`config.mk`:
```
export PLATFORM = sky130hd
export DESIGN_NAME = traffic_timer_flat
export DESIGN_NICKNAME = d
export VERILOG_FILES = /design/src/rtl/traffic_pkg.sv /design/src/rtl/traffic_timer_if.sv /design/src/rtl/one_sec_divider.sv /design/src/rtl/traffic_timer.sv /design/src/flat_wrapper.sv
export SDC_FILE = /design/constraint.sdc
export NUM_CORES = 1
export LEC_CHECK = 0
export CORE_MARGIN = 2
export CORE_UTILIZATION = 55
export DETAILED_ROUTE_END_ITERATION = 16
export HOLD_SLACK_MARGIN = 0.15
export PLACE_DENSITY_LB_ADDON = 0.15
export SYNTH_ARGS = -nofsm -noshare
export SYNTH_HDL_FRONTEND = slang
export SYNTH_HIERARCHICAL = 1
export SYNTH_SLANG_ARGS = --single-unit
export TNS_END_PERCENT = 10
```
`constraint.sdc`:
```
create_clock -name clk -period 2.8 [get_ports clk]
set_clock_uncertainty 0.05 [all_clocks]
set_input_delay 0.56 -clock clk [delete_from_list [all_inputs] [get_ports clk]]
set_output_delay 0.56 -clock clk [all_outputs]
set_load 0.005 [all_outputs]
```
`src/rtl/traffic_pkg.sv`:
```
// Shared encodings and default durations for the traffic-light interval timer.
package traffic_pkg;

  localparam logic [1:0] INT_BASE = 2'b00;
  localparam logic [1:0] INT_EXT  = 2'b01;
  localparam logic [1:0] INT_YEL  = 2'b10;

  localparam logic [1:0] SEL_BASE     = 2'b00;
  localparam logic [1:0] SEL_EXT      = 2'b01;
  localparam logic [1:0] SEL_YEL      = 2'b10;
  localparam logic [1:0] SEL_DEFAULTS = 2'b11;

  localparam int DEF_BASE = 6;
  localparam int DEF_EXT  = 3;
  localparam int DEF_YEL  = 2;

  typedef enum logic {
    IDLE = 1'b0,
    RUN  = 1'b1
  } state_t;

endpackage

```
`src/rtl/traffic_timer_if.sv`:
```
// FSM-to-timer bus. TRAFFIC_TIMER_STATUS_EN adds busy/remaining status signals.
interface traffic_timer_if #(
  parameter int CNT_W = 4
) ();
  logic             start_timer;
  logic [1:0]       interval;
  logic             Prog_Sync;
  logic [1:0]       Time_Sel;
  logic [CNT_W-1:0] Time_Value;
  logic             expired;
`ifdef TRAFFIC_TIMER_STATUS_EN
  logic             busy;
  logic [CNT_W-1:0] remaining;

  modport master (output start_timer, interval, Prog_Sync, Time_Sel, Time_Value,
                  input  expired, busy, remaining);
  modport slave  (input  start_timer, interval, Prog_Sync, Time_Sel, Time_Value,
                  output expired, busy, remaining);
`else
  modport master (output start_timer, interval, Prog_Sync, Time_Sel, Time_Value,
                  input  expired);
  modport slave  (input  start_timer, interval, Prog_Sync, Time_Sel, Time_Value,
                  output expired);
`endif
endinterface

```
`src/rtl/one_sec_divider.sv`:
```
// Prescaler producing a one-cycle tick every CLK_PER_SEC enabled cycles.
module one_sec_divider #(
  parameter int CLK_PER_SEC = 100
) (
  input  logic clk,
  input  logic Reset_N,
  input  logic clear,
  input  logic enable,
  output logic tick
);
  localparam int W = (CLK_PER_SEC > 2) ? $clog2(CLK_PER_SEC) : 1;
  localparam logic [W-1:0] LAST = W'(CLK_PER_SEC - 1);

  logic [W-1:0] r_cnt;

  always_ff @(posedge clk or negedge Reset_N) begin
    if (!Reset_N)        r_cnt <= '0;
    else if (clear)      r_cnt <= '0;
    else if (enable) begin
      if (r_cnt == LAST) r_cnt <= '0;
      else               r_cnt <= r_cnt + W'(1);
    end
  end

  assign tick = enable && (r_cnt == LAST);

endmodule

```
`src/rtl/traffic_timer.sv`:
```
// Interval timer for the traffic-light FSM: start pulse in, one-cycle expired pulse out.
// Optional status outputs (busy, remaining) under TRAFFIC_TIMER_STATUS_EN.
module traffic_timer
  import traffic_pkg::*;
#(
  parameter int CLK_PER_SEC = 100,
  parameter int CNT_W       = 4,
  parameter int T_BASE_DEF  = DEF_BASE,
  parameter int T_EXT_DEF   = DEF_EXT,
  parameter int T_YEL_DEF   = DEF_YEL
) (
  input  logic clk,
  input  logic Reset_N,
  traffic_timer_if.slave tif
);
  localparam logic [CNT_W-1:0] BASE_D = CNT_W'(T_BASE_DEF);
  localparam logic [CNT_W-1:0] EXT_D  = CNT_W'(T_EXT_DEF);
  localparam logic [CNT_W-1:0] YEL_D  = CNT_W'(T_YEL_DEF);

  logic [CNT_W-1:0] r_base, r_ext, r_yel, r_cnt;
  logic [CNT_W-1:0] w_dur, w_prog_val;
  state_t           r_state;
  logic             r_expired;
  logic             w_tick;

  one_sec_divider #(.CLK_PER_SEC(CLK_PER_SEC)) u_div (
    .clk     (clk),
    .Reset_N (Reset_N),
    .clear   (tif.start_timer),
    .enable  (r_state == RUN),
    .tick    (w_tick)
  );

  // Zero-second durations are clamped to the 1 s minimum at write time.
  assign w_prog_val = (tif.Time_Value == '0) ? CNT_W'(1) : tif.Time_Value;

  always_comb begin
    w_dur = r_base;
    case (tif.interval)
      INT_EXT: w_dur = r_ext;
      INT_YEL: w_dur = r_yel;
      default: w_dur = r_base;
    endcase
  end

  always_ff @(posedge clk or negedge Reset_N) begin
    if (!Reset_N) begin
      r_base <= BASE_D;
      r_ext  <= EXT_D;
      r_yel  <= YEL_D;
    end else if (tif.Prog_Sync) begin
      case (tif.Time_Sel)
        SEL_BASE: r_base <= w_prog_val;
        SEL_EXT:  r_ext  <= w_prog_val;
        SEL_YEL:  r_yel  <= w_prog_val;
        default: begin
          r_base <= BASE_D;
          r_ext  <= EXT_D;
          r_yel  <= YEL_D;
        end
      endcase
    end
  end

  // Start wins over tick/expiry, so a restart on the final tick drops the pulse.
  always_ff @(posedge clk or negedge Reset_N) begin
    if (!Reset_N) begin
      r_state   <= IDLE;
      r_cnt     <= '0;
      r_expired <= 1'b0;
    end else begin
      r_expired <= 1'b0;
      if (tif.start_timer) begin
        r_state <= RUN;
        r_cnt   <= w_dur;
      end else if (r_state == RUN && w_tick) begin
        if (r_cnt == CNT_W'(1)) begin
          r_state   <= IDLE;
          r_cnt     <= '0;
          r_expired <= 1'b1;
        end else begin
          r_cnt <= r_cnt - CNT_W'(1);
        end
      end
    end
  end

  assign tif.expired = r_expired;

`ifdef TRAFFIC_TIMER_STATUS_EN
  assign tif.busy      = (r_state == RUN);
  assign tif.remaining = r_cnt;
`endif

endmodule

```
`src/flat_wrapper.sv`:
```
// flat-port wrapper written by rule: the top's interface ports become plain ports
module traffic_timer_flat import traffic_pkg::*;
#(
  parameter int CLK_PER_SEC = 100,
  parameter int CNT_W       = 4,
  parameter int T_BASE_DEF  = DEF_BASE,
  parameter int T_EXT_DEF   = DEF_EXT,
  parameter int T_YEL_DEF   = DEF_YEL
)
  (clk, Reset_N, tif_start_timer, tif_interval, tif_Prog_Sync, tif_Time_Sel, tif_Time_Value, tif_expired);
  traffic_timer_if #(.CNT_W(CNT_W)) tif_i ();
  input  logic clk;
  input  logic Reset_N;
  input wire logic [$bits(tif_i.start_timer)-1:0] tif_start_timer;
  input wire logic [$bits(tif_i.interval)-1:0] tif_interval;
  input wire logic [$bits(tif_i.Prog_Sync)-1:0] tif_Prog_Sync;
  input wire logic [$bits(tif_i.Time_Sel)-1:0] tif_Time_Sel;
  input wire logic [$bits(tif_i.Time_Value)-1:0] tif_Time_Value;
  output wire logic [$bits(tif_i.expired)-1:0] tif_expired;
  assign tif_i.start_timer = tif_start_timer;
  assign tif_i.interval = tif_interval;
  assign tif_i.Prog_Sync = tif_Prog_Sync;
  assign tif_i.Time_Sel = tif_Time_Sel;
  assign tif_i.Time_Value = tif_Time_Value;
  assign tif_expired = tif_i.expired;
  traffic_timer #(.CLK_PER_SEC(CLK_PER_SEC), .CNT_W(CNT_W), .T_BASE_DEF(T_BASE_DEF), .T_EXT_DEF(T_EXT_DEF), .T_YEL_DEF(T_YEL_DEF)) u_core (.clk(clk), .Reset_N(Reset_N), .tif(tif_i));
endmodule
```
# ---- After elaboration in Yosys (flattened, before gate mapping)
# Index checks and enable logic that the tools add are counted.
dict set report op_classes {
  add_sub_neg 2
  n_eq_ne 6
  muxes 17
  bitwise 3
  n_reduce_logical 14
}
# op count
set ops {}
lappend ops {{4-bit one-hot mux with 2 select lines} 4}
lappend ops {{7-bit 2-to-1 mux} 3}
lappend ops {{4-bit 2-to-1 mux} 4}
lappend ops {{2-bit AND reduction} 4}
lappend ops {{7-bit by 1-bit adder with 7-bit output (second input constant)} 1}
lappend ops {{7-bit == test (second input constant)} 1}
lappend ops {{1-bit 2-to-1 mux} 6}
lappend ops {{2-bit nonzero test} 3}
lappend ops {{2-bit OR reduction} 3}
lappend ops {{2-bit by 1-bit == test with 1-bit output (second input constant)} 2}
lappend ops {{2-bit == test (second input constant)} 2}
lappend ops {{4-bit by 1-bit == test with 1-bit output (second input constant)} 1}
lappend ops {{4-bit zero test} 1}
lappend ops {{4-bit by 1-bit subtractor with 4-bit output (second input constant)} 1}
lappend ops {{1-bit inverter} 3}
lappend ops {{1-bit logical AND} 2}
lappend ops {{2-bit zero test} 1}
dict set report word_totals {
  reg_bits 25
  inputBits 12
  out_inout_bits 1
  wordCells 49
}

# ---- Depth between registers and ports, before layout
# Gate-level depths: netlist of run 1.
dict set report logic_depth {
  word_depth 5
  mapped_depth 6
}

# ---- Cells and area by module
# The synthesis of run 1 kept the hierarchy.
# mod instances cells_each area_each_um2
set by_module_without_submodules {}
lappend by_module_without_submodules {traffic_timer 1 106 994.7}
lappend by_module_without_submodules {one_sec_divider 1 42 400.4}

# ---- Least setup slack after synthesis of run 1
# No wires, ideal clock.
dict set report synth_path {
  path_kind {register to register}
  from {register u_core.u_div.r_cnt[2]}
  to {register u_core.r_cnt[3]}
  setup_time_ps 124
  arrival_time_ps 2187
  path_slack_ps 439
  stages_incl_launch_ff 7
  n_path_buf 1
  period_less_slack_ps 2361
  path_cell_list {dfrtp_1 -> or4b_1 -> buf_2 -> nor3_1 -> nand2_2 -> o41a_1 -> o31a_1}
}
dict set report synth_via {
  elab_chain_cells 4
}
# element line_no
set synth_lines {}
lappend synth_lines {{from (decl)} one_sec_divider.sv:14} ;# logic [W-1:0] r_cnt;
lappend synth_lines {{from (signal assigned)} one_sec_divider.sv:21} ;# else r_cnt <= r_cnt + W'(1);
lappend synth_lines {{7-bit == test} one_sec_divider.sv:25} ;# assign tick = enable && (r_cnt == LAST);
lappend synth_lines {{1-bit logical AND} one_sec_divider.sv:25}
lappend synth_lines {{net u_core.w_tick} traffic_timer.sv:24} ;# logic w_tick;
lappend synth_lines {{1-bit logical AND} traffic_timer.sv:76} ;# end else if (r_state == RUN && w_tick) begin
lappend synth_lines {{2-bit nonzero test (no line)} --}
lappend synth_lines {{to (signal assigned)} traffic_timer.sv:75} ;# r_cnt <= w_dur;
lappend synth_lines {{to (signal assigned)} traffic_timer.sv:82} ;# r_cnt <= r_cnt - CNT_W'(1);
lappend synth_lines {{to (decl)} traffic_timer.sv:20} ;# logic [CNT_W-1:0] r_base, r_ext, r_yel, r_cnt;
# The timed path passes the listed nets, and every way through them passes these cells.
# A chain may end at the register's enable or synchronous reset.

# ---- Worst setup path in the final report of run 1
# Ends and elaborated chain as after synthesis.

==> metrics.log, run 1 <==
INFO  metric port_buffers = 12
INFO  metric timing.critical_path.required = 2.95 ns
INFO  metric worstHoldPathType = flip-flop to flip-flop
INFO  metric slew_headroom = 60.61%
INFO  metric clk_latency = 0.30 ns
INFO  metric cell_by_cell_trace_of_the_critical_path = or4b_1, nor3_1, nand2_2, o41a_1, o31a_1
INFO  metric io-pin-count = 13
INFO  metric ys_warn_count = 6
INFO  metric yosys_register_bits = 25
INFO  metric fp-row-count = 18
INFO  metric post_cts_resize_count = 0
INFO  metric antenna_found_initial = 0
INFO  metric internal_power = 0.5147 mW
INFO  metric die-height = 54.37 µm
INFO  metric timing.setup.tns = 0 ns
INFO  metric maxCapViolations = 0
INFO  metric power.leakage = 0.6608 nW
INFO  metric post_synth.cell_area_avg = 9.426 µm²
INFO  metric design.final.nets = 182
INFO  metric power_dens_cells = 445.4 nW/µm²
INFO  metric power.sequential.fraction = 60.6%
INFO  metric report.final.hold_viol_count = 0
INFO  metric clock.fmax = 430.8 MHz
INFO  metric grt_setup_unrepaired = false
INFO  metric total_power_draw = 0.7005 mW
INFO  metric fill_cells = 209
INFO  metric first_global_vias = 1,031
INFO  metric final.period_utilization = 82.91%
INFO  metric globalRouteTotalUtil = 19.41%
INFO  metric p_sw = 0.1858 mW
INFO  metric most-common-layout-cells = nand2_1, dfrtp_1, inv_1
INFO  metric first_pass_drt_iterations = 4
INFO  metric tritoncts = yes
INFO  metric dieWidth = 54.37 µm
INFO  metric cts_num_sinks = 25
INFO  metric syn_inst = 148
INFO  metric async_flop_share = 100.0%
INFO  metric critical_path.top_delay_family = simple AND/OR/NAND/NOR gates
INFO  metric design.die.area = 2956 µm²
INFO  metric number_of_drc_markers_in_iteration_0 = 23
INFO  metric timing.critical_path.to_type = flip-flop
INFO  metric max-clock-path-buffers = 2
INFO  metric grt_max_degree = 26
INFO  metric post_drt_wl_per_cell = 13.43 µm
INFO  metric worstPathBufferInverterCount = 0
INFO  metric hpwl = 1.994 mm
INFO  metric initial_core_util = 57.36%
INFO  metric path_clk_slew = 0.12 ns
INFO  metric run_status = finished clean
INFO  metric post_drt_via_cell_ratio = 5.880
INFO  metric synth_enable_flop_cells = 0
INFO  metric crit_path_top_delay_cell = or4b_1
INFO  metric timing.critical_path.slowest_cell_delay = 0.66 ns
INFO  metric finalSetupViolCount = 0
INFO  metric synth.yosys.seq_area_share = 45.29%
INFO  metric irDropWorstVdd = 0.3749 mV
INFO  metric antenna-diode-count = 0
INFO  metric worst-slew-pin-transition = 0.5890 ns
INFO  metric worst-path-max-fanout = 7
INFO  metric setup.worst_path.class = flip-flop to flip-flop
INFO  metric timing_max_transition_violations_final = 0
INFO  metric post_synth_instance_area = 1395 µm²
INFO  metric main_synth_ff_type = dfrtp_1
INFO  metric grt_overflow_total = 0
INFO  metric finalWorstPathRequiredPeriod = 2.322 ns
INFO  metric post_route_wl = 2.565 mm
INFO  metric route.vias.total = 1,123
INFO  metric grt_pass1_wl = 4.133 mm
INFO  metric worst_ep_arrival_time = 2.47 ns
INFO  metric areaGrowthSynthToFinish = 12.74%
INFO  metric place_congestion = 0.7607
INFO  metric count_of_buffers_added_by_post_cts_timing_repair_for_setup = 0
INFO  metric critical_path.startpoint_type = flip-flop
INFO  metric core = 2432 µm²
INFO  metric cts-buffers-inserted = 3
INFO  metric h_tree_depth = 1
INFO  metric cts_root_buffer = clkbuf_4
INFO  metric cts.hold.buffers_added = 0
INFO  metric yosysUniqueCellTypes = 40
INFO  metric sw_frac_of_total = 26.52%
INFO  metric drcViolationCount = 0
INFO  metric mappedNetlistNets = 168
INFO  metric clock_power_share = 21.4%
INFO  metric proportion_of_layout_cells_with_a_drive_suffix_above_1 = 9.938%
INFO  metric ant_nets = 0
INFO  metric p_comb_share = 18.0%
-- cell usage after synthesis (4+ instances only) --
master	number	share of area, %
dfrtp_1	20	36
nand2_1	20	5.4
inv_1	13	3.5
o21ai_0	11	3.9
a21oi_1	8	2.9
ha_1	8	7.2
nor2_1	6	1.6
dfstp_2	5	9.4
o31a_1	5	3.1
a22oi_1	4	2.2
nor2b_1	4	1.8
o211ai_1	4	2.2
-- final timing paths --
check | startpoint | endpoint | slack, ns | depth (start not counted)
worst max-delay path | u_core/u_div/r_cnt[2] | u_core/r_cnt[3] | 0.48 | 5
worst min-delay path | u_core/r_base[2] | u_core/r_base[2] | 0.45 | 2
worst max register to register | u_core/u_div/r_cnt[2] | u_core/r_cnt[3] | 0.48 | 5
worst min register to register | u_core/r_base[2] | u_core/r_base[2] | 0.45 | 2
max in group asynchronous | Reset_N | u_core/r_base[1] | 1.87 | 2
min in group asynchronous | Reset_N | u_core/r_cnt[3] | 0.55 | 2
-- stage by stage --
| stage | setup slack (ns) | std cells | area (µm²) | utilization (%) | hold slack (ns) |
|---|---|---|---|---|---|
| 2_1_floorplan | 0.4394 | 148 | 1395 | - | 0.2144 |
| 3_3_place_gp | 0.5919 | 187 | 1546 | 63.58 | 0.4172 |
| 3_5_place_dp | 0.4929 | 187 | 1546 | 63.58 | 0.4220 |
| 4_1_cts | 0.4766 | 191 | 1573 | 64.66 | 0.4509 |
| 5_1_grt | 0.3189 | 191 | 1573 | 64.66 | 0.4662 |
| 6_report | 0.4785 | 191 | 1573 | 64.66 | 0.4476 |
-- worst reg2reg max path: stages, from the launching register on --
cell     delay, ns
dfrtp_1       0.45
or4b_1        0.66
nor3_1        0.30
nand2_2       0.14
o41a_1        0.35
o31a_1        0.29
-- layout make-up --
| type | count | area [µm²] | share of cell area (%) |
|---|---|---|---|
| Multi-Input combinational cell | 105 | 693.2 | 44.07 |
| Inverter | 13 | 48.80 | 3.103 |
| Tap cell | 30 | 37.54 | 2.387 |
| Clock buffer | 4 | 26.28 | 1.671 |
| Sequential cell | 25 | 631.9 | 40.17 |
| Timing Repair Buffer | 14 | 135.1 | 8.592 |
-- sequential cells by signal, indices dropped and copies added, names as in the netlist --
signal,count
u_core/r_cnt,4
u_core/r_base,4
u_core/r_ext,4
u_core/r_state,1
u_core/tif.expired,1
u_core/u_div/r_cnt,7
u_core/r_yel,4
-- cell families (layout without fill, tap and decap cells) --
| family | count (synthesis) | after routing | share of synthesized area, % |
|---|---|---|---|
| xor+xnor | 2 | 2 | 1.256 |
| fa+ha+maj | 8 | 8 | 7.175 |
| compound gates | 45 | 45 | 22.33 |
| flops | 25 | 25 | 45.29 |
| buf+inv | 18 | 31 | 5.022 |
| simple gates | 50 | 50 | 18.92 |
-- power by group through the flow --
stage / registers [mW] / clock network [mW] / logic, mW
after CTS: 0.425 / 0.158 / 0.127
after global routing: 0.429 / 0.174 / 0.144
after floorplan: 0.423 / 0 / 0.0832
final: 0.425 / 0.150 / 0.126
after global placement: 0.430 / 0 / 0.120
after detailed placement: 0.432 / 0 / 0.126
-- layer usage --
layer,vias up,routed length [µm],global-route usage (%)
li1,558,-,-
met2,32,1299,36.55
met1,529,1125,22.50
met3,4,120,2.459
met4,0,20,6.250
met5,-,0,0
Note: power is estimated with default switching activity, not from simulation.
==> run 2: changes to the inputs <==
==> constraint.sdc (replaced) <==
create_clock -name clk -period 2.3 [get_ports clk]
set_clock_uncertainty 0.05 [all_clocks]
set_input_delay 0.46 -clock clk [delete_from_list [all_inputs] [get_ports clk]]
set_output_delay 0.46 -clock clk [all_outputs]
set_load 0.005 [all_outputs]
==> run 2 against run 1 <==
Net effect:
- non-clock buffer count rose by 3
- critical path type unchanged
- first-iteration DRC count is 17% lower
- cell count rose by 1.6%
- fmax grew 11%
- wire length increased by 2.2%
==> metrics.log, run 2 (synthesis results as in run 1) <==
INFO  metric h_tree_depth = 1 (unchanged)
INFO  metric cell_by_cell_trace_of_the_critical_path = or4b_1, nor3_2, nand2_2, o41a_1, o31a_1
INFO  metric fill_cells = 197 (-5.7%)
INFO  metric drcViolationCount = 0 (unchanged)
INFO  metric post_drt_wl_per_cell = 13.52 µm (+0.64%)
INFO  metric finalSetupViolCount = 0 (unchanged)
INFO  metric cts_root_buffer = clkbuf_4
INFO  metric grt_setup_unrepaired = false
INFO  metric finalWorstPathRequiredPeriod = 2.098 ns (-0.2236 ns)
INFO  metric route.vias.total = 1,111 (-1.1%)
INFO  metric areaGrowthSynthToFinish = 14.71%
INFO  metric post_drt_via_cell_ratio = 5.727 (-2.6%)
INFO  metric place_congestion = 0.7777 (+2.2%)
INFO  metric slew_headroom = 60.27% (-0.34 points)
INFO  metric multi_input_gate_area = 698.2 µm² (+0.72%)
INFO  metric post_cts_resize_count = 0 (unchanged)
INFO  metric max-clock-path-buffers = 2 (unchanged)
INFO  metric power.leakage = 0.6734 nW (+1.9%)
INFO  metric globalRouteTotalUtil = 21.01% (+1.6 points)
INFO  metric path_clk_slew = 0.13 ns (about the same)
INFO  metric proportion_of_layout_cells_with_a_drive_suffix_above_1 = 12.20% (+2.3 points)
INFO  metric design.die.area = 2956 µm² (unchanged)
INFO  metric timing.critical_path.slowest_cell_delay = 0.60 ns (-0.06 ns)
INFO  metric most-common-layout-cells = nand2_1, dfrtp_1, inv_1
INFO  metric worst-path-max-fanout = 7 (unchanged)
INFO  metric worstPathBufferInverterCount = 0 (unchanged)
INFO  metric cts.hold.buffers_added = 0 (unchanged)
INFO  metric timing.critical_path.to_type = flip-flop
INFO  metric stdcell_area = 1600 µm² (+1.7%)
INFO  metric cts-buffers-inserted = 3 (unchanged)
INFO  metric timing_max_transition_violations_final = 0 (unchanged)
INFO  metric grt_overflow_total = 0 (unchanged)
INFO  metric hpwl = 2.016 mm (+1.1%)
INFO  metric dieWidth = 54.37 µm (unchanged)
INFO  metric grt_pass1_wl = 4.540 mm (+9.8%)
INFO  metric design.final.nets = 185 (+1.6%)
INFO  metric critical_path.startpoint_type = flip-flop
INFO  metric setup.worst_path.class = flip-flop to flip-flop
INFO  metric grt_max_degree = 26 (unchanged)
INFO  metric antenna-diode-count = 0 (unchanged)
INFO  metric seqCellArea = 631.9 µm² (unchanged)
INFO  metric maxCapViolations = 0 (unchanged)
INFO  metric first_global_vias = 1,041 (+0.97%)
INFO  metric count_of_buffers_added_by_post_cts_timing_repair_for_setup = 0 (unchanged)
INFO  metric run_status = finished clean
INFO  metric first_pass_drt_iterations = 5 (+1)
INFO  metric number_of_drc_markers_in_iteration_0 = 19 (-17%)
INFO  metric io-pin-count = 13 (unchanged)
INFO  metric finalWorstSetupSlack = 0.2021 ns (-0.2764 ns)
INFO  metric post_place_setup_slack = 0.1563 ns (-0.3365 ns)
INFO  metric timing.critical_path.required = 2.46 ns (-0.49 ns)
INFO  metric placedCellCount = 190 (+1.6%)
INFO  metric worst_ep_arrival_time = 2.26 ns (-0.21 ns)
INFO  metric power_dens_cells = 538.2 nW/µm² (+21%)
INFO  metric clk_latency = 0.31 ns (about the same)
INFO  metric max_ffs_per_register = 7 (unchanged)
INFO  metric crit_path_top_delay_cell = or4b_1
INFO  metric irDropWorstVdd = 0.4219 mV (+13%)
INFO  metric critical_path.top_delay_family = simple AND/OR/NAND/NOR gates
INFO  metric timing.setup.tns = 0 ns (unchanged)
INFO  metric post_route_wl = 2.622 mm (+2.2%)
INFO  metric final.period_utilization = 91.21% (+8.3 points)
INFO  metric worstHoldPathType = input pin to async pin
INFO  metric ant_nets = 0 (unchanged)
INFO  metric antenna_found_initial = 0 (unchanged)
INFO  metric core = 2432 µm² (unchanged)
INFO  metric report.final.hold_viol_count = 0 (unchanged)
INFO  metric cts_num_sinks = 25 (unchanged)
INFO  metric top_register = u_core/u_div/r_cnt
INFO  metric port_buffers = 12 (unchanged)
INFO  metric final_cell_count_no_fill = 194 (+1.6%)
INFO  metric tritoncts = yes
INFO  metric worst-slew-pin-transition = 0.5941 ns (+0.005147 ns)
INFO  metric worst_hold_slack = 0.4466 ns (-0.001000 ns)
INFO  metric initial_core_util = 57.36% (unchanged)
INFO  metric die-height = 54.37 µm (unchanged)
INFO  metric fp-row-count = 18 (unchanged)
INFO  metric clock.fmax = 476.7 MHz (+11%)
INFO  metric place_area = 1574 µm² (+1.8%)
==> run 2: changes by cell type in the layout (fill, tap and decap cells not counted), sizes merged <==
cell	previous run	this run
buf	2	5
==> run 2: metal layers <==
| metal | routed length [µm] | track usage [%] | share of wire, % |
|---|---|---|---|
| met1 | 1210 | 26.80 | 46 |
| met5 | 0 | 0 | 0 |
| met2 | 1323 | 37.15 | 50 |
| met4 | 12 | 5.000 | 0.46 |
| met3 | 76 | 3.279 | 2.9 |
==> run 2: final timing paths <==
kind	startpoint	endpoint	slack [ns]	cells after the start
setup / recovery	u_core/u_div/r_cnt[2]	u_core/r_cnt[3]	0.20	5
hold / removal	Reset_N	u_core/r_state	0.45	2
setup reg to reg	u_core/u_div/r_cnt[2]	u_core/r_cnt[3]	0.20	5
hold reg to reg	u_core/r_base[2]	u_core/r_base[2]	0.45	2
max in group asynchronous	Reset_N	u_core/r_ext[0]	1.45	2
min in group clk	u_core/r_base[2]	u_core/r_base[2]	0.45	2
==> run 2: final cells by class <==
class	count	share of cell area, %
repair buffers	17	9.851
inverters	13	3.049
well taps	30	2.346
flip-flops and latches	25	39.48
clock buffers	4	1.642
multi-input cells	105	43.63
==> run 2: power by group <==
group / switching [mW] / total (mW) / internal [mW]
Sequential: 0.0333 / 0.519 / 0.485
Clock: 0.123 / 0.191 / 0.0677
Combinational: 0.0779 / 0.152 / 0.0737
Total: 0.235 / 0.861 / 0.627
==> run 2: through the flow <==
stage | total power [mW] | utilization, %
2_1_floorplan | 0.6164 | -
3_3_place_gp | 0.6709 | 64.71
5_1_grt | 0.9187 | 65.79
4_1_cts | 0.8657 | 65.79
3_5_place_dp | 0.6782 | 64.71
6_report | 0.8612 | 65.79
==> run 2: worst register-to-register path, cell delays in order, from the launching register on <==
cell and delay [ns]:
dfrtp_1 0.46, or4b_1 0.60, nor3_2 0.19, nand2_2 0.11, o41a_1 0.31, o31a_1 0.27
==> run 3: changes to the inputs <==
--- a/config.mk
+++ b/config.mk
@@ -6,7 +6,7 @@
 export NUM_CORES = 1
 export LEC_CHECK = 0
 export CORE_MARGIN = 2
-export CORE_UTILIZATION = 55
+export CORE_UTILIZATION = 56
 export DETAILED_ROUTE_END_ITERATION = 16
 export HOLD_SLACK_MARGIN = 0.15
 export PLACE_DENSITY_LB_ADDON = 0.15
==> run 3 against run 2 <==
Net effect:
- non-clock buffer count unchanged
- largest power group unchanged
- sequential share of layout area about the same
- largest cell class unchanged
- via count up 0.90%
- critical path depth unchanged
- cell count unchanged
==> metrics.log, run 3 (synthesis results as in run 1) <==
INFO  metric design.die.area = 2906 µm² (-1.7%)
INFO  metric report.final.hold_viol_count = 0 (unchanged)
INFO  metric first_pass_drt_iterations = 5 (unchanged)
INFO  metric first_global_vias = 1,014 (-2.6%)
INFO  metric power.leakage = 0.6761 nW (+0.41%)
INFO  metric irDropWorstVdd = 0.4412 mV (+4.6%)
INFO  metric place_congestion = 0.7749 (-0.36%)
INFO  metric post_drt_via_cell_ratio = 5.778 (+0.90%)
INFO  metric max_ffs_per_register = 7 (unchanged)
INFO  metric fp-row-count = 18 (unchanged)
INFO  metric number_of_drc_markers_in_iteration_0 = 34 (+15)
INFO  metric internal_power = 0.6238 mW (-0.46%)
INFO  metric finalSetupViolCount = 0 (unchanged)
INFO  metric areaGrowthSynthToFinish = 14.80% (about the same)
INFO  metric io-pin-count = 13 (unchanged)
INFO  metric grt_setup_unrepaired = false
INFO  metric h_tree_depth = 1 (unchanged)
INFO  metric clock_power_share = 22.4% (+0.2 points)
INFO  metric timing.critical_path.required = 2.47 ns (about the same)
INFO  metric run_status = finished clean
INFO  metric antenna-diode-count = 0 (unchanged)
INFO  metric max-clock-path-buffers = 2 (unchanged)
INFO  metric critPathLaunch = u_core/u_div/r_cnt[2]
INFO  metric timing_max_transition_violations_final = 0 (unchanged)
INFO  metric r2r-start = u_core/u_div/r_cnt[2]
INFO  metric worst_ep_arrival_time = 2.28 ns (+0.02 ns)
INFO  metric design.final.nets = 185 (unchanged)
INFO  metric setup.worst_path.class = flip-flop to flip-flop
INFO  metric grt_max_degree = 26 (unchanged)
INFO  metric most-common-layout-cells = nand2_1, dfrtp_1, inv_1
INFO  metric post_cts_resize_count = 0 (unchanged)
INFO  metric slew_headroom = 60.33% (+0.062 points)
INFO  metric clock.fmax = 474.6 MHz (-0.44%)
INFO  metric post_place_setup_slack = 0.1637 ns (+0.007407 ns)
INFO  metric initial_core_util = 57.89% (+0.54 points)
INFO  metric drcViolationCount = 0 (unchanged)
INFO  metric ant_nets = 0 (unchanged)
INFO  metric placedCellCount = 190 (unchanged)
INFO  metric grt_overflow_total = 0 (unchanged)
INFO  metric critical_path.startpoint_type = flip-flop
INFO  metric core = 2410 µm² (-0.93%)
INFO  metric top_usage_layer = met2
INFO  metric worst-path-max-fanout = 7 (unchanged)
INFO  metric total_power_draw = 0.8605 mW (about the same)
INFO  metric final.period_utilization = 91.61% (+0.40 points)
INFO  metric post_route_wl = 2.573 mm (-1.9%)
INFO  metric globalRouteTotalUtil = 20.80% (-0.21 points)
INFO  metric grt_pass1_wl = 4.326 mm (-4.7%)
INFO  metric finalWorstSetupSlack = 0.1929 ns (-0.009183 ns)
INFO  metric dieWidth = 53.91 µm (-0.84%)
INFO  metric grt.met1_usage = 28.24% (+1.4 points)
INFO  metric globalRouteMet2Util = 32.93% (-4.2 points)
INFO  metric port_buffers = 12 (unchanged)
INFO  metric groute.layer.met3.usage = 3.611% (+0.33 points)
INFO  metric tritoncts = yes
INFO  metric p_comb_share = 17.5% (about the same)
INFO  metric hpwl = 1.978 mm (-1.9%)
INFO  metric cts-buffers-inserted = 3 (unchanged)
INFO  metric cts_root_buffer = clkbuf_4
INFO  metric cts.hold.buffers_added = 0 (unchanged)
INFO  metric power.sequential.fraction = 60.0% (-0.2 points)
INFO  metric power_dens_cells = 537.3 nW/µm² (-0.17%)
INFO  metric timing.setup.tns = 0 ns (unchanged)
INFO  metric die-height = 53.91 µm (-0.84%)
INFO  metric count_of_buffers_added_by_post_cts_timing_repair_for_setup = 0 (unchanged)
INFO  metric route.vias.total = 1,121 (+0.90%)
INFO  metric path_clk_slew = 0.13 ns (about the same)
INFO  metric proportion_of_layout_cells_with_a_drive_suffix_above_1 = 12.80% (+0.61 points)
INFO  metric worstHoldPathType = input pin to async pin
INFO  metric final_cell_count_no_fill = 194 (unchanged)
INFO  metric antenna_found_initial = 0 (unchanged)
INFO  metric p_sw = 0.2367 mW (+0.90%)
INFO  metric finalWorstPathRequiredPeriod = 2.107 ns (+0.009183 ns)
INFO  metric sw_frac_of_total = 27.50% (+0.27 points)
INFO  metric worst-slew-pin-transition = 0.5932 ns (-0.0009278 ns)
INFO  metric finalCoreUtilization = 66.46% (+0.67 points)
INFO  metric clk_latency = 0.32 ns (about the same)
INFO  metric post_drt_wl_per_cell = 13.26 µm (-1.9%)
INFO  metric maxCapViolations = 0 (unchanged)
INFO  metric cts_num_sinks = 25 (unchanged)
INFO  metric top_register = u_core/u_div/r_cnt
INFO  metric timing.critical_path.to_type = flip-flop
-- run 3: final timing paths --
| check | end | slack (ns) | cells past startpoint |
|---|---|---|---|
| min in group clk | u_core/r_base[2] | 0.44 | 2 |
| worst min register to register | u_core/r_base[2] | 0.44 | 2 |
| worst min-delay path | u_core/tif.expired | 0.43 | 2 |
| worst max-delay path | u_core/r_cnt[3] | 0.19 | 5 |
| worst max register to register | u_core/r_cnt[3] | 0.19 | 5 |
| max in group asynchronous | u_core/r_base[1] | 1.48 | 2 |
-- run 3: cell type report --
type                       instances  area, µm²
fill                             208      808.3
multi-input combinational        105      698.2
sequential                        25      631.9
timing repair buffer              17      157.7
inverter                          13      48.80
tap                               30      37.54
clock buffer                       3      22.52
clock inverter                     1      5.005
-- run 3: per-stage QoR --
| step | hold WS [ns] | area (µm²) |
|---|---|---|
| 3_5_place_dp | 0.4270 | 1574 |
| 2_1_floorplan | 0.1144 | 1400 |
| 6_report | 0.4320 | 1602 |
| 3_3_place_gp | 0.4225 | 1574 |
| 5_1_grt | 0.4456 | 1602 |
| 4_1_cts | 0.4344 | 1602 |
-- run 3: power by group through the flow --
stage          combinational [mW]  sequential [mW]  clock (mW)
3_3_place_gp                0.146            0.524           0
3_5_place_dp                0.152            0.525           0
2_1_floorplan               0.101            0.515           0
6_report                    0.151            0.517       0.193
5_1_grt                     0.173            0.523       0.219
4_1_cts                     0.153            0.516       0.204
-- run 3: metal layers --
layer	share of wire [%]	routed length, µm
met1	46	1190
met2	48	1237
met3	5.0	129
met4	0.58	15
met5	0	0
-- run 3: worst max-delay path, cell delays in order (launching register included) --
cell and delay (ns):
dfrtp_1 0.46, or4b_1 0.59, nor3_2 0.20, nand2_2 0.12
o41a_1 0.32, o31a_1 0.27
==> RTL edit, RTL diff (settings of run 3) <==
`CNT_W` is set to 4 in 3 places; all go to 6.
--- a/src/rtl/traffic_timer_if.sv
+++ b/src/rtl/traffic_timer_if.sv
@@ -1,5 +1,5 @@
 // FSM-to-timer bus. TRAFFIC_TIMER_STATUS_EN adds busy/remaining status signals.
 interface traffic_timer_if #(
-  parameter int CNT_W = 4
+  parameter int CNT_W = 6
 ) ();
   logic             start_timer;
--- a/src/rtl/traffic_timer.sv
+++ b/src/rtl/traffic_timer.sv
@@ -5,5 +5,5 @@
 #(
   parameter int CLK_PER_SEC = 100,
-  parameter int CNT_W       = 4,
+  parameter int CNT_W       = 6,
   parameter int T_BASE_DEF  = DEF_BASE,
   parameter int T_EXT_DEF   = DEF_EXT,
--- a/src/flat_wrapper.sv
+++ b/src/flat_wrapper.sv
@@ -3,5 +3,5 @@
 #(
   parameter int CLK_PER_SEC = 100,
-  parameter int CNT_W       = 4,
+  parameter int CNT_W       = 6,
   parameter int T_BASE_DEF  = DEF_BASE,
   parameter int T_EXT_DEF   = DEF_EXT,
Ports: changed (resized tif_Time_Value); port bits go from 13 to 15. The function was not compared with the original's and may differ.
==> RTL edit against run 3 <==
Final cell count rose by 35%; worst setup slack got worse by 0.038 ns; synthesized area is 31% higher; global-route usage up 2.4 points; sequential cell count up 8; critical path type unchanged; non-clock buffer count up 3; total power rose by 41%; wire length rose by 46%; cell area increased by 31%; sequential share of layout area is 0.32 points higher; count of clock-buffer cells in the layout rose by 2.
==> RTL edit: results (changes against run 3) <==
[clock_tree]
clk_latency_ns = 0.34  ; +0.02 ns
cts.htree.levels = 2  ; +1
cts.clk_slew.worst_paths_ns = 0.11  ; -0.02 ns

[cells_and_area]
final_nets = 238  ; +29%
nFillCells = 280  ; +35%

[worst_hold_path]
hold_class = flop to flop

[drt]
wl_met2_um = 1886  ; +52%
met1_length_um = 1641  ; +38%
drt_iter0_drc = 106  ; +210%
drt_pre_antenna_iters = 4  ; -1
drt-vias-per-instance = 5.854  ; +1.3%
avgRoutedWirePerCell_um = 14.40  ; +8.6%

[sta]
hold_ws_ns = 0.4218  ; -0.01022 ns

[power_and_ir_drop]
ir_drop_v = 0.0003830  ; -13%
static-leakage-power_nw = 0.8941  ; +32%

[placement]
post-dp-hpwl_um = 2820  ; +43%
portBuffers = 14  ; +2
dp.cells = 253  ; +33%

[global_route]
grt_pass1_wl_um = 6223  ; +44%
grt_max_degree = 34  ; +31%
track_usage = 0.2319  ; +0.02391

[logic_synthesis]
synth_seq_area_share = 0.4549  ; +0.001942
syn_nets = 217  ; +29%
netlist-cell-type-count = 49  ; +23%
synth_area_leaders = dfrtp_1 38%, nand2_1 8.2%, dfstp_2 7.2%

[critical_path]
reg2reg_setup_slack_ns = 0.15  ; -0.04 ns
arrival_ns = 2.33  ; +0.05 ns
reg2reg_to = u_core/r_cnt[5]

[run_status]
status = completed

RTL edit: cell count changes in the layout (fill, tap and decap cells not counted), sizes merged, moves of 3 or more:
cell	before	now
nand3	3	7
dfrtp	20	28
nand2	21	40
nor2	6	9
RTL edit: layout make-up:
class                   count  area, um2  share of cell area
repair buffers             20      185.2             0.08852
multi-input cells         143      915.9              0.4378
clock buffers               5      37.54             0.01794
inverters                  13      48.80             0.02333
well taps                  44      55.05             0.02632
flip-flops and latches     33      832.0              0.3977
clock inverters             3      17.52            0.008373
RTL edit: where the power goes:
group	switching [mW]	internal, mW
Combinational	0.114	0.0930
Clock	0.206	0.115
Sequential	0.0459	0.638
Total	0.366	0.846
RTL edit: layer usage:
layer  global-route usage  vias up
met5                    0        -
met4              0.08385        0
met3              0.06513        4
met2               0.4058       46
met1               0.2709      739
li1                     -      739
RTL edit: tightest hold or removal path: cells and delay by family (launching register included):
family / cells / cell delay, ns
flops: 1 / 0.38
simple gates: 1 / 0.05
compound gates: 1 / 0.05
RTL edit: kinds of logic after synthesis:
| family | after synthesis | synth area share |
|---|---|---|
| simple gates | 78 | 0.2216 |
| compound gates | 55 | 0.2148 |
| flops | 33 | 0.4549 |
| buf+inv | 19 | 0.04446 |
| fa+ha+maj | 8 | 0.05472 |
| xor+xnor | 2 | 0.009578 |
RTL edit: metrics by stage:
stage	util	worst slack [ns]	total power, mW	area, um2
after floorplan	-	0.09364	0.8189	1829
after global placement	0.6618	0.1896	0.8884	2037
after detailed placement	0.6618	0.1053	0.9026	2037
after CTS	0.6797	0.1565	1.225	2092
after global routing	0.6797	0.05948	1.294	2092
final	0.6797	0.1546	1.213	2092
